==> config.mk <==
export PLATFORM = sky130hd
export DESIGN_NAME = relm_adc_seq
export DESIGN_NICKNAME = d
export VERILOG_FILES = /design/src/rtl/relm_adc_seq_pkg.sv /design/src/rtl/relm_adc_seq_frame.sv /design/src/rtl/relm_adc_seq.sv
export SDC_FILE = /design/constraint.sdc
export NUM_CORES = 1
export LEC_CHECK = 0
export ABC_AREA = 1
export CAP_MARGIN = 20
export CORE_MARGIN = 5
export CORE_UTILIZATION = 50
export CTS_CLUSTER_SIZE = 30
export DETAILED_ROUTE_END_ITERATION = 12
export MAX_ROUTING_LAYER = met4
export PLACE_DENSITY_LB_ADDON = 0.05
export SYNTH_ARGS = -nofsm -noshare
export SYNTH_HDL_FRONTEND = slang
export SYNTH_SLANG_ARGS = --single-unit
==> constraint.sdc <==
create_clock -name clk -period 4.4 [get_ports clk]
set_input_delay 0.88 -clock clk [delete_from_list [all_inputs] [get_ports clk]]
set_output_delay 0.88 -clock clk [all_outputs]
set_load 0.03 [all_outputs]
==> src/rtl/relm_adc_seq_pkg.sv <==
// Shared types and helpers for the ADC128S022 sequencer: frame FSM states,
// command/result field positions and the channel scheduling helpers.
package relm_adc_seq_pkg;

  typedef enum logic [1:0] {ST_IDLE, ST_SETUP, ST_SHIFT, ST_HOLD} adc_state_t;

  localparam int CMD_CONT_BIT = 8;
  localparam int RES_BUSY_BIT = 15;
  localparam int RES_CH_LSB   = 12;
  localparam int ADD_MSB_BIT  = 2;
  localparam int ADD_LSB_BIT  = 4;
  localparam int FRAME_BITS   = 16;
  localparam int DATA_OFS     = 4;
  localparam int SAMPLE_W     = FRAME_BITS - DATA_OFS;

  // DIN value for a given frame bit: ADD2..ADD0 on bits 2..4, zero elsewhere
  function automatic logic addr_bit(input logic [2:0] addr, input logic [3:0] bidx);
    if (int'(bidx) == ADD_MSB_BIT)          return addr[2];
    else if (int'(bidx) == ADD_MSB_BIT + 1) return addr[1];
    else if (int'(bidx) == ADD_LSB_BIT)     return addr[0];
    return 1'b0;
  endfunction

  function automatic logic [3:0] popcount8(input logic [7:0] m);
    logic [3:0] n;
    n = '0;
    for (int i = 0; i < 8; i++) n = n + {3'd0, m[i]};
    return n;
  endfunction

  // First enabled channel at or after 'from', wrapping 7->0
  function automatic logic [2:0] next_ch(input logic [7:0] m, input logic [2:0] from);
    logic [2:0] c;
    logic [2:0] sel;
    sel = from;
    for (int i = 7; i >= 0; i--) begin
      c = from + 3'(i);
      if (m[c]) sel = c;
    end
    return sel;
  endfunction

endpackage

==> src/rtl/relm_adc_seq_frame.sv <==
// One CS/SCLK/DIN/DOUT frame of the ADC128S022 protocol: setup, 16 SCLK
// periods, then CS_n high for HOLD cycles; o_done pulses on the last hold cycle.
module relm_adc_seq_frame
  import relm_adc_seq_pkg::*;
#(
  parameter int DIV  = 8,
  parameter int HOLD = 8
) (
  input  logic                clk,
  input  logic                rst_in,
  input  logic                i_start,
  input  logic [2:0]          i_addr,
  input  logic                i_sdat,
  output logic                o_cs_n,
  output logic                o_sclk,
  output logic                o_saddr,
  output logic                o_busy,
  output logic                o_done,
  output logic [SAMPLE_W-1:0] o_data
);

  localparam logic [15:0] DIV_M1  = 16'(DIV - 1);
  localparam logic [15:0] HOLD_M1 = 16'(HOLD - 1);
  localparam logic [3:0]  LAST_BIT = 4'(FRAME_BITS - 1);

  adc_state_t          r_state, w_state_nxt;
  logic [15:0]         r_cnt;
  logic [3:0]          r_bit;
  logic [2:0]          r_addr;
  logic                r_cs_n, r_sclk, r_saddr;
  logic                r_s1, r_s2;
  logic [SAMPLE_W-1:0] r_sh;
  logic                w_half, w_hold_end;

  assign w_half     = (r_cnt == DIV_M1);
  assign w_hold_end = (r_state == ST_HOLD) && (r_cnt == HOLD_M1);

  always_comb begin
    w_state_nxt = r_state;
    case (r_state)
      ST_IDLE:  if (i_start) w_state_nxt = ST_SETUP;
      ST_SETUP: if (w_half) w_state_nxt = ST_SHIFT;
      ST_SHIFT: if (w_half && r_sclk && r_bit == LAST_BIT) w_state_nxt = ST_HOLD;
      ST_HOLD:  if (w_hold_end) w_state_nxt = i_start ? ST_SETUP : ST_IDLE;
      default:  w_state_nxt = ST_IDLE;
    endcase
  end

  always_ff @(posedge clk) begin
    if (rst_in) r_state <= ST_IDLE;
    else        r_state <= w_state_nxt;
  end

  // DOUT synchronizer and sample shift register; the register keeps only
  // the last 12 bits shifted, which are frame bits 4..15
  always_ff @(posedge clk) begin
    r_s1 <= i_sdat;
    r_s2 <= r_s1;
    if (r_state == ST_SHIFT && w_half && !r_sclk) r_sh <= {r_sh[SAMPLE_W-2:0], r_s2};
  end

  always_ff @(posedge clk) begin
    if (rst_in) begin
      r_cnt   <= '0;
      r_bit   <= '0;
      r_addr  <= '0;
      r_cs_n  <= 1'b1;
      r_sclk  <= 1'b1;
      r_saddr <= 1'b0;
    end else begin
      case (r_state)
        ST_IDLE: begin
          r_cnt <= '0;
          if (i_start) begin
            r_cs_n <= 1'b0;
            r_addr <= i_addr;
          end
        end
        ST_SETUP: begin
          if (w_half) begin
            r_cnt   <= '0;
            r_bit   <= '0;
            r_sclk  <= 1'b0;
            r_saddr <= addr_bit(r_addr, 4'd0);
          end else begin
            r_cnt <= r_cnt + 16'd1;
          end
        end
        ST_SHIFT: begin
          if (!w_half) begin
            r_cnt <= r_cnt + 16'd1;
          end else begin
            r_cnt <= '0;
            if (!r_sclk) begin
              r_sclk <= 1'b1;
            end else if (r_bit == LAST_BIT) begin
              r_cs_n  <= 1'b1;
              r_saddr <= 1'b0;
            end else begin
              r_sclk  <= 1'b0;
              r_bit   <= r_bit + 4'd1;
              r_saddr <= addr_bit(r_addr, r_bit + 4'd1);
            end
          end
        end
        ST_HOLD: begin
          if (w_hold_end) begin
            r_cnt <= '0;
            if (i_start) begin
              r_cs_n <= 1'b0;
              r_addr <= i_addr;
            end
          end else begin
            r_cnt <= r_cnt + 16'd1;
          end
        end
        default: r_cnt <= '0;
      endcase
    end
  end

  assign o_cs_n  = r_cs_n;
  assign o_sclk  = r_sclk;
  assign o_saddr = r_saddr;
  assign o_busy  = (r_state != ST_IDLE);
  assign o_done  = w_hold_end;
  assign o_data  = r_sh;

endmodule

==> src/rtl/relm_adc_seq.sv <==
// ADC128S022 sequencer: command push slot, channel scheduler, 8-entry result
// bank with fresh flags behind a pop port, driving one frame engine.
module relm_adc_seq
  import relm_adc_seq_pkg::*;
#(
  parameter int WD   = 32,
  parameter int DIV  = 8,
  parameter int HOLD = 8
) (
  input  logic        clk,
  input  logic        rst_in,
  input  logic [WD:0] cmd_d,
  output logic        cmd_retry,
  input  logic [WD:0] res_d,
  output logic [WD:0] res_q,
  output logic        adc_cs_n_out,
  output logic        adc_saddr_out,
  output logic        adc_sclk_out,
  input  logic        adc_sdat_in
);

  logic [7:0]          r_mask;
  logic                r_cont;
  logic [3:0]          r_left;
  logic [2:0]          r_last_ch;
  logic [2:0]          r_cur_addr, r_prev_addr;
  logic                r_cur_real, r_prev_vld;
  logic [7:0]          r_fresh;
  logic [SAMPLE_W-1:0] r_bank [8];

  logic                w_busy, w_done, w_start, w_real;
  logic [2:0]          w_addr, w_from, w_nch, w_pop_ch;
  logic [SAMPLE_W-1:0] w_data;
  logic                w_unused_bits;

  assign w_unused_bits = ^{cmd_d[WD-1:CMD_CONT_BIT+1], res_d[WD-1:3]};
  assign w_pop_ch      = res_d[2:0];
  assign w_from        = w_busy ? (r_last_ch + 3'd1) : 3'd0;
  assign w_nch         = next_ch(r_mask, w_from);

  // Frame boundary: engine idle or finishing its hold. A single-shot run ends
  // with one extra frame addressed to ch0 that only collects the last sample.
  always_comb begin
    w_start = 1'b0;
    w_addr  = w_nch;
    w_real  = 1'b1;
    if ((!w_busy || w_done) && r_mask != 8'd0) begin
      if (r_cont || r_left != 4'd0) begin
        w_start = 1'b1;
      end else if (w_busy && r_cur_real) begin
        w_start = 1'b1;
        w_addr  = 3'd0;
        w_real  = 1'b0;
      end
    end
  end

  relm_adc_seq_frame #(
    .DIV  (DIV),
    .HOLD (HOLD)
  ) u_frame (
    .clk     (clk),
    .rst_in  (rst_in),
    .i_start (w_start),
    .i_addr  (w_addr),
    .i_sdat  (adc_sdat_in),
    .o_cs_n  (adc_cs_n_out),
    .o_sclk  (adc_sclk_out),
    .o_saddr (adc_saddr_out),
    .o_busy  (w_busy),
    .o_done  (w_done),
    .o_data  (w_data)
  );

  always_ff @(posedge clk) begin
    if (rst_in) begin
      r_mask      <= '0;
      r_cont      <= 1'b0;
      r_left      <= '0;
      r_last_ch   <= '0;
      r_cur_addr  <= '0;
      r_prev_addr <= '0;
      r_cur_real  <= 1'b0;
      r_prev_vld  <= 1'b0;
      r_fresh     <= '0;
      r_bank      <= '{default: '0};
    end else begin
      if (w_start) begin
        r_prev_addr <= r_cur_addr;
        r_prev_vld  <= w_busy && r_cur_real;
        r_cur_addr  <= w_addr;
        r_cur_real  <= w_real;
        if (w_real) begin
          r_last_ch <= w_addr;
          if (!r_cont && r_left != 4'd0) r_left <= r_left - 4'd1;
        end
      end
      // Pop clear first so a same-cycle result write leaves the entry fresh
      if (res_d[WD] && r_fresh[w_pop_ch]) r_fresh[w_pop_ch] <= 1'b0;
      if (w_done && r_prev_vld) begin
        r_bank[r_prev_addr]  <= w_data;
        r_fresh[r_prev_addr] <= 1'b1;
      end
      if (cmd_d[WD]) begin
        r_mask <= cmd_d[7:0];
        r_cont <= cmd_d[CMD_CONT_BIT];
        r_left <= popcount8(cmd_d[7:0]);
      end
    end
  end

  always_comb begin
    res_q                        = '0;
    res_q[WD]                    = ~r_fresh[w_pop_ch];
    res_q[RES_BUSY_BIT]          = w_busy;
    res_q[RES_CH_LSB +: 3]       = w_pop_ch;
    res_q[SAMPLE_W-1:0]          = r_bank[w_pop_ch];
  end

  assign cmd_retry = 1'b0;

endmodule

==> run_results.csv, run 1 <==
group,metric,value,unit
route,viasPerCell,5.269,
cts,cts_buffer_depth,2,
cts,cts_setup_buffers,0,
place,io_buffers,36,
logic_synthesis,avgSynthCellArea,7.634,µm²
sta,tns,0,ps
pwr,p_comb_share,29.5,%
cts,cts_hold_buf,0,
sta,period_share,90.97,%
cells_and_area,drive_above_1_share,8.958,%
pwr,p_int,3.065,mW
grt,grt_pass1_vias,6260,
pwr,power_leakage,3.655,nW
route,drc_errors,0,
cts,clk_pin_slew_worst_paths,60,ps
logic_synthesis,seq_area_frac_synth,43.58,%
floorplan,die_area,18810,µm²
critical_path,crit_path_frequent_cell,"inv_1",
critical_path,path_cells,"clkdlybuf4s50_1 -> inv_1 -> nor3_1 -> inv_1 -> o22ai_1 -> a221oi_1 -> o2111ai_1 -> buf_4",
grt,gr-usage-all-layers,22.33,%
cts,worstSkewPairLatency,430,ps
floorplan,io_pins,106,
cells_and_area,finalNonFillerCells,1310,
route,via_count,6902,
sta,grt_setup_unrepaired,"no",
sta,worstMarginPinSlew,1029,ps
cts,cts-root-buf,"clkbuf_16",
cts,ctsResizeCount,0,
sta,finalCriticalPeriod,4003,ps
run_status,outcome,"completed",
route,drt_pass1_iterations,5,
critical_path,r2r-start,"u_frame.r_state[0]",
floorplan,die_w,137.2,µm
place,hpwl,12.78,mm
logic_synthesis,postSynthCellCount,1059,
critical_path,worstSetupPathType,"input port to output pin",
pwr,ir_drop,0.0003048,V
floorplan,die_h,137.2,µm
grt,grt_max_degree,103,
sta,slew_headroom,31.14,%
critical_path,crit_path_start_kind,"input port",
critical_path,slowest_stage,"clkdlybuf4s50_1",
sta,final-max-slew-violation-count,0,
worst_hold_path,worstHoldStart,"u_frame.r_s1",
cts,cts_made_buffers,17,
floorplan,start_util,50.89,%
route,routed_wirelength,19.68,mm
job,drv_cap,0,
logic_synthesis,ys_ff_latch,170,
cts,cts_tree,"yes",
grt,grt_pass1_wl,32.08,mm
place,gp_congestion,0.8968,
pwr,swShare,34.70,%
floorplan,rows,46,
logic_synthesis,yosysUniqueCellTypes,43,
route,routedWlPerCell,15.03,µm
critical_path,worstPathArrival,3120,ps
cells_and_area,synthToLayoutAreaGrowth,13.56,%
critical_path,cp.required,3520,ps
grt,antenna_found_initial,0,
logic_synthesis,async_reset_ff_share,0,%
cts,cts.sinks,170,
floorplan,coreArea,15890,µm²
logic_synthesis,synth_edf_count,12,
critical_path,cp_max_fo,8,
logic_synthesis,yosys_most_used_dff,"dfxtp_1",
sta,clock.fmax,249.8,MHz
pwr,p_clk_share,34.6,%
pwr,p_per_area,511.3,nW/µm²
sta,fin_worst_skew,11.38,ps
pwr,netSwitchingPower,1.629,mW
sta,finalSetupViolCount,0,
cts,htree_levels,4,
route,ant_nets,0,
grt,grt-ovfl-total,0,
worst_hold_path,min_path_type,"register to register",
place,dp_cells,1278,
logic_synthesis,synth_warnings,0,
cells_and_area,antennaDiodeCount,0,
cells_and_area,nFillCells,1535,
critical_path,cpPeakStageDelay,560,ps
critical_path,cp-startpoint,"res_d[0]",
critical_path,endpoint_kind,"output pin",
sta,hold_viol,0,
route,drt_iter0_drc,516,
cells_and_area,nets,1169,
pwr,p_seq_share,35.9,%
logic_synthesis,syn_area,8084,µm²
critical path: cells and delay by family:
kind                   cells  cell delay, ps
AO/OA/AOI/OAI              3             450
buffers and inverters      4            1310
AND/OR/NAND/NOR            1             480
state kept, by name, summed over array words and instances, names as in the netlist:
signal,flops
r_fresh,8
r_mask,8
u_frame.r_addr,3
u_frame.o_saddr,1
u_frame.r_cnt,16
u_frame.o_data,12
u_frame.r_state,2
r_cur_real,1
r_cont,1
u_frame.o_sclk,1
u_frame.r_s1,1
u_frame.o_cs_n,1
u_frame.r_bit,4
r_prev_vld,1
r_cur_addr,3
r_bank,96
r_prev_addr,3
r_left,4
r_last_ch,3
u_frame.r_s2,1
path summary, 6_finish.rpt:
check | end | slack (ps) | cells after the start
worst max-delay path | res_q[4] | 400 | 8
worst min-delay path | u_frame.r_s2 | 350 | 0
worst max register to register | r_last_ch[0] | 1330 | 19
worst min register to register | u_frame.r_s2 | 350 | 0
cells by family (layout without fill, tap and decap cells):
kind of cell	count (synthesis)	count (layout)	share of synthesized area [%]
buffers and inverters	219	238	11.62
other	1	17	0.04639
and+or+nand+nor	283	283	16.00
DFF	170	170	43.58
xor gates and xnor gates	9	9	0.9751
adders and majority gates	19	19	3.312
AOI/OAI and AO/OA	358	358	24.45
metrics by stage:
step           hold slack, ps  power, mW  util [%]  setup WS (ps)  area (µm²)
2_1_floorplan           309.6      2.813         -          947.4        8144
3_3_place_gp            338.6      3.093     53.76          353.5        8539
3_5_place_dp            335.0      3.098     53.76          363.7        8539
5_1_grt                 362.8      5.000     57.79          199.1        9180
6_report                347.2      4.694     57.79          397.2        9180
4_1_cts                 349.9      4.726     57.79          391.8        9180
final cells by class:
class,count,area [µm²],area share [%]
clock buffer,20,457.9,4.988
tap,216,270.3,2.944
timing repair buffer,47,462.9,5.043
inverter,159,596.8,6.501
clock inverter,12,182.7,1.990
multi-input combinational,686,3686,40.15
sequential,170,3523,38.38
layout by cell type (no fill, tap or decap), types with 13 or more instances in the layout:
master | Yosys | layout
nor3_1 | 16 | 15
nand2_1 | 161 | 161
inv_1 | 146 | 145
o21ai_0 | 139 | 139
o22ai_1 | 13 | 13
clkdlybuf4s50_1 | 0 | 24
clkbuf_16 | 0 | 18
ha_1 | 15 | 15
dfxtp_1 | 158 | 158
nand3_1 | 20 | 20
buf_4 | 22 | 19
a21oi_1 | 144 | 144
nor2_1 | 44 | 44
conb_1 | 1 | 17
inv_2 | 13 | 14
a221oi_1 | 16 | 16
Yosys cell counts, types with 8 or more instances:
library cell	n	area share, %
o2111ai_1	11	1.2
buf_4	22	2.0
nor2_4	9	1.3
a22oi_1	10	0.93
nand2_1	161	7.5
o21ai_1	11	0.68
nor3_1	16	0.99
nand3_1	20	1.2
o21ai_0	139	8.6
a221oi_1	16	1.7
xor2_1	8	0.87
edfxtp_1	12	4.5
buf_2	16	0.99
inv_2	13	0.60
clkbuf_1	20	0.93
dfxtp_1	158	39
inv_1	146	6.8
nor2_1	44	2.0
o22ai_1	13	1.0
a21oi_1	144	8.9
ha_1	15	2.3
power groups by stage:
stage / combinational [mW] / sequential [mW] / clock (mW)
6_report: 1.38 / 1.68 / 1.63
5_1_grt: 1.58 / 1.69 / 1.73
4_1_cts: 1.39 / 1.68 / 1.65
3_5_place_dp: 1.38 / 1.72 / 0
3_3_place_gp: 1.38 / 1.72 / 0
2_1_floorplan: 1.10 / 1.72 / 0
routing by layer:
metal	GRT usage [%]	wire length (µm)	part of all wire (%)
met2	33.02	8565	44
met4	6.042	234	1.2
met1	31.72	9825	50
met3	3.750	1058	5.4
met5	-	0	0
Note: power is estimated with default switching activity, not from simulation.
==> inputs of run 2 (changes only) <==
Settings changed: CORE_UTILIZATION 50 to 55.
==> run 2 against run 1 <==
  * Sequential share of layout area grew 0.42 points
  * Clock skew is 2.5 ps lower
  * Sequential cell count did not move
  * Die area is 8.4% lower
  * Setup slack better by 2.8 ps
==> run_results.csv, run 2 (same netlist as run 1, synthesis figures left out) <==
group,metric,value,unit
route,drt_pass1_iterations,5,
grt,grt-ovfl-total,0,
grt,grt_pass1_vias,6209,
place,hpwl,12.77,mm
sta,finalCriticalPeriod,4000,ps
sta,hold_viol,0,
place,io_buffers,36,
route,drc_errors,0,
route,ant_nets,0,
critical_path,cp_max_fo,7,
critical_path,slowest_stage,"clkdlybuf4s50_1",
critical_path,worstPathArrival,3120,ps
critical_path,path_cells,"clkdlybuf4s50_1 -> inv_1 -> nor3_1 -> buf_4 -> a22o_1 -> a221oi_1 -> nand2_1 -> inv_1 -> clkdlybuf4s50_1",
cts,cts_setup_buffers,0,
cts,cts_made_buffers,17,
route,drt_iter0_drc,523,
critical_path,crit_buf_inv,5,
critical_path,critPathTopFamily,"buffers and inverters",
floorplan,die_area,17220,µm²
grt,grt_max_degree,56,
pwr,p_total,4.609,mW
sta,slew_headroom,31.68,%
pwr,power_leakage,3.629,nW
critical_path,endpoint_kind,"output pin",
cts,cts_tree,"yes",
place,dp_cells,1248,
cells_and_area,drive_above_1_share,8.850,%
critical_path,crit_path_start_kind,"input port",
cts,htree_levels,4,
sta,worstMarginPinSlew,1021,ps
critical_path,worstSetupPathType,"input port to output pin",
grt,gr-usage-all-layers,22.38,%
cells_and_area,synthToLayoutAreaGrowth,12.34,%
route,routed_wirelength,19.28,mm
route,viasPerCell,5.441,
place,place_ws,333.0,ps
place,gp_congestion,0.8815,
route,routedWlPerCell,15.06,µm
sta,clock.fmax,250.0,MHz
pwr,p_per_area,507.5,nW/µm²
cts,cts.sinks,170,
pwr,ir_drop,0.0003103,V
cells_and_area,top_register,"r_bank",
cells_and_area,layout_common_cells,"nand2_1 (161), dfxtp_1 (158), inv_1 (145)",
floorplan,die_w,131.2,µm
floorplan,rows,44,
cells_and_area,largest_reg_flops,96,
cts,cts_hold_buf,0,
critical_path,cp.required,3520,ps
floorplan,start_util,55.83,%
grt,antenna_found_initial,0,
cts,ctsResizeCount,0,
grt,grt_pass1_wl,30.90,mm
sta,tns,0,ps
worst_hold_path,min_path_type,"register to register",
cells_and_area,antennaDiodeCount,0,
floorplan,io_pins,106,
sta,whs,342.6,ps
cells_and_area,fin_util,62.72,%
critical_path,rrSetupSlack,1320,ps
cells_and_area,nets,1171,
cells_and_area,finalNonFillerCells,1280,
cells_and_area,stdcell_area,9081,µm²
floorplan,die_h,131.2,µm
sta,period_share,90.91,%
cts,cts-root-buf,"clkbuf_16",
sta,grt_setup_unrepaired,"no",
sta,fin_worst_skew,8.864,ps
cells_and_area,nFillCells,1334,
cells_and_area,layout_commonest_cell,"nand2_1",
critical_path,cpPeakStageDelay,660,ps
sta,finalWorstSetupSlack,400.0,ps
cts,cts_buffer_depth,2,
route,via_count,6965,
cts,clk_pin_slew_worst_paths,60,ps
place,dpl-instance-area,8484,µm²
cts,worstSkewPairLatency,430,ps
sta,final-max-slew-violation-count,0,
run_status,outcome,"completed",
sta,finalSetupViolCount,0,
floorplan,coreArea,14480,µm²
job,drv_cap,0,
run 2: cell types whose count changed in the layout (fill, tap and decap cells not counted), sizes merged:
cell,previous run,this run
buf,23,25
clkinv,3,7
clkbuf,20,21
inv,164,159
clkinvlp,0,1
bufinv,4,3
run 2: layout make-up:
type | instances | area, µm² | share of cell area [%]
tap | 184 | 230.2 | 2.535
inverter | 159 | 596.8 | 6.572
multi-input combinational | 686 | 3681 | 40.53
clock buffer | 21 | 450.4 | 4.960
clock inverter | 11 | 146.4 | 1.612
timing repair buffer | 49 | 452.9 | 4.988
sequential | 170 | 3523 | 38.80
run 2: worst register-to-register path, cell delays in order, from the launching register on:
cell and delay [ps]:
dfxtp_1 390, inv_1 90, ha_1 310, inv_2 310
nand2_4 170, ha_1 370, inv_1 180, nand2_1 90
o21ai_2 70, nand2_1 90, nand2_1 110, inv_2 40
o21ai_1 60, nand2_1 60, nand2_1 60, nand2_1 60
nand2_1 110, nand2_1 60, nand2_1 80, nand4_1 120
a21oi_1 150
run 2: final timing paths:
check | start | endpoint | cells after the start
worst max-delay path | res_d[0] | res_q[32] | 9
worst min-delay path | u_frame.r_s1 | u_frame.r_s2 | 0
worst max register to register | u_frame.r_state[0] | r_cur_addr[0] | 20
worst min register to register | u_frame.r_s1 | u_frame.r_s2 | 0
run 2: where the power goes:
group          switching [mW]  leakage (nW)  internal, mW
Clock                   0.617         0.289         0.907
Combinational           0.961          1.95         0.439
Sequential             0.0528          1.39          1.63
Total                    1.63          3.63          2.98
run 2: routing by layer:
| metal | up-vias | share of wire, % | global-route usage, % |
|---|---|---|---|
| met5 | - | 0 | - |
| met4 | 0 | 0.88 | 5.254 |
| met3 | 18 | 6.2 | 4.664 |
| met2 | 187 | 44 | 32.84 |
| met1 | 3192 | 49 | 31.79 |
| li1 | 3568 | - | - |
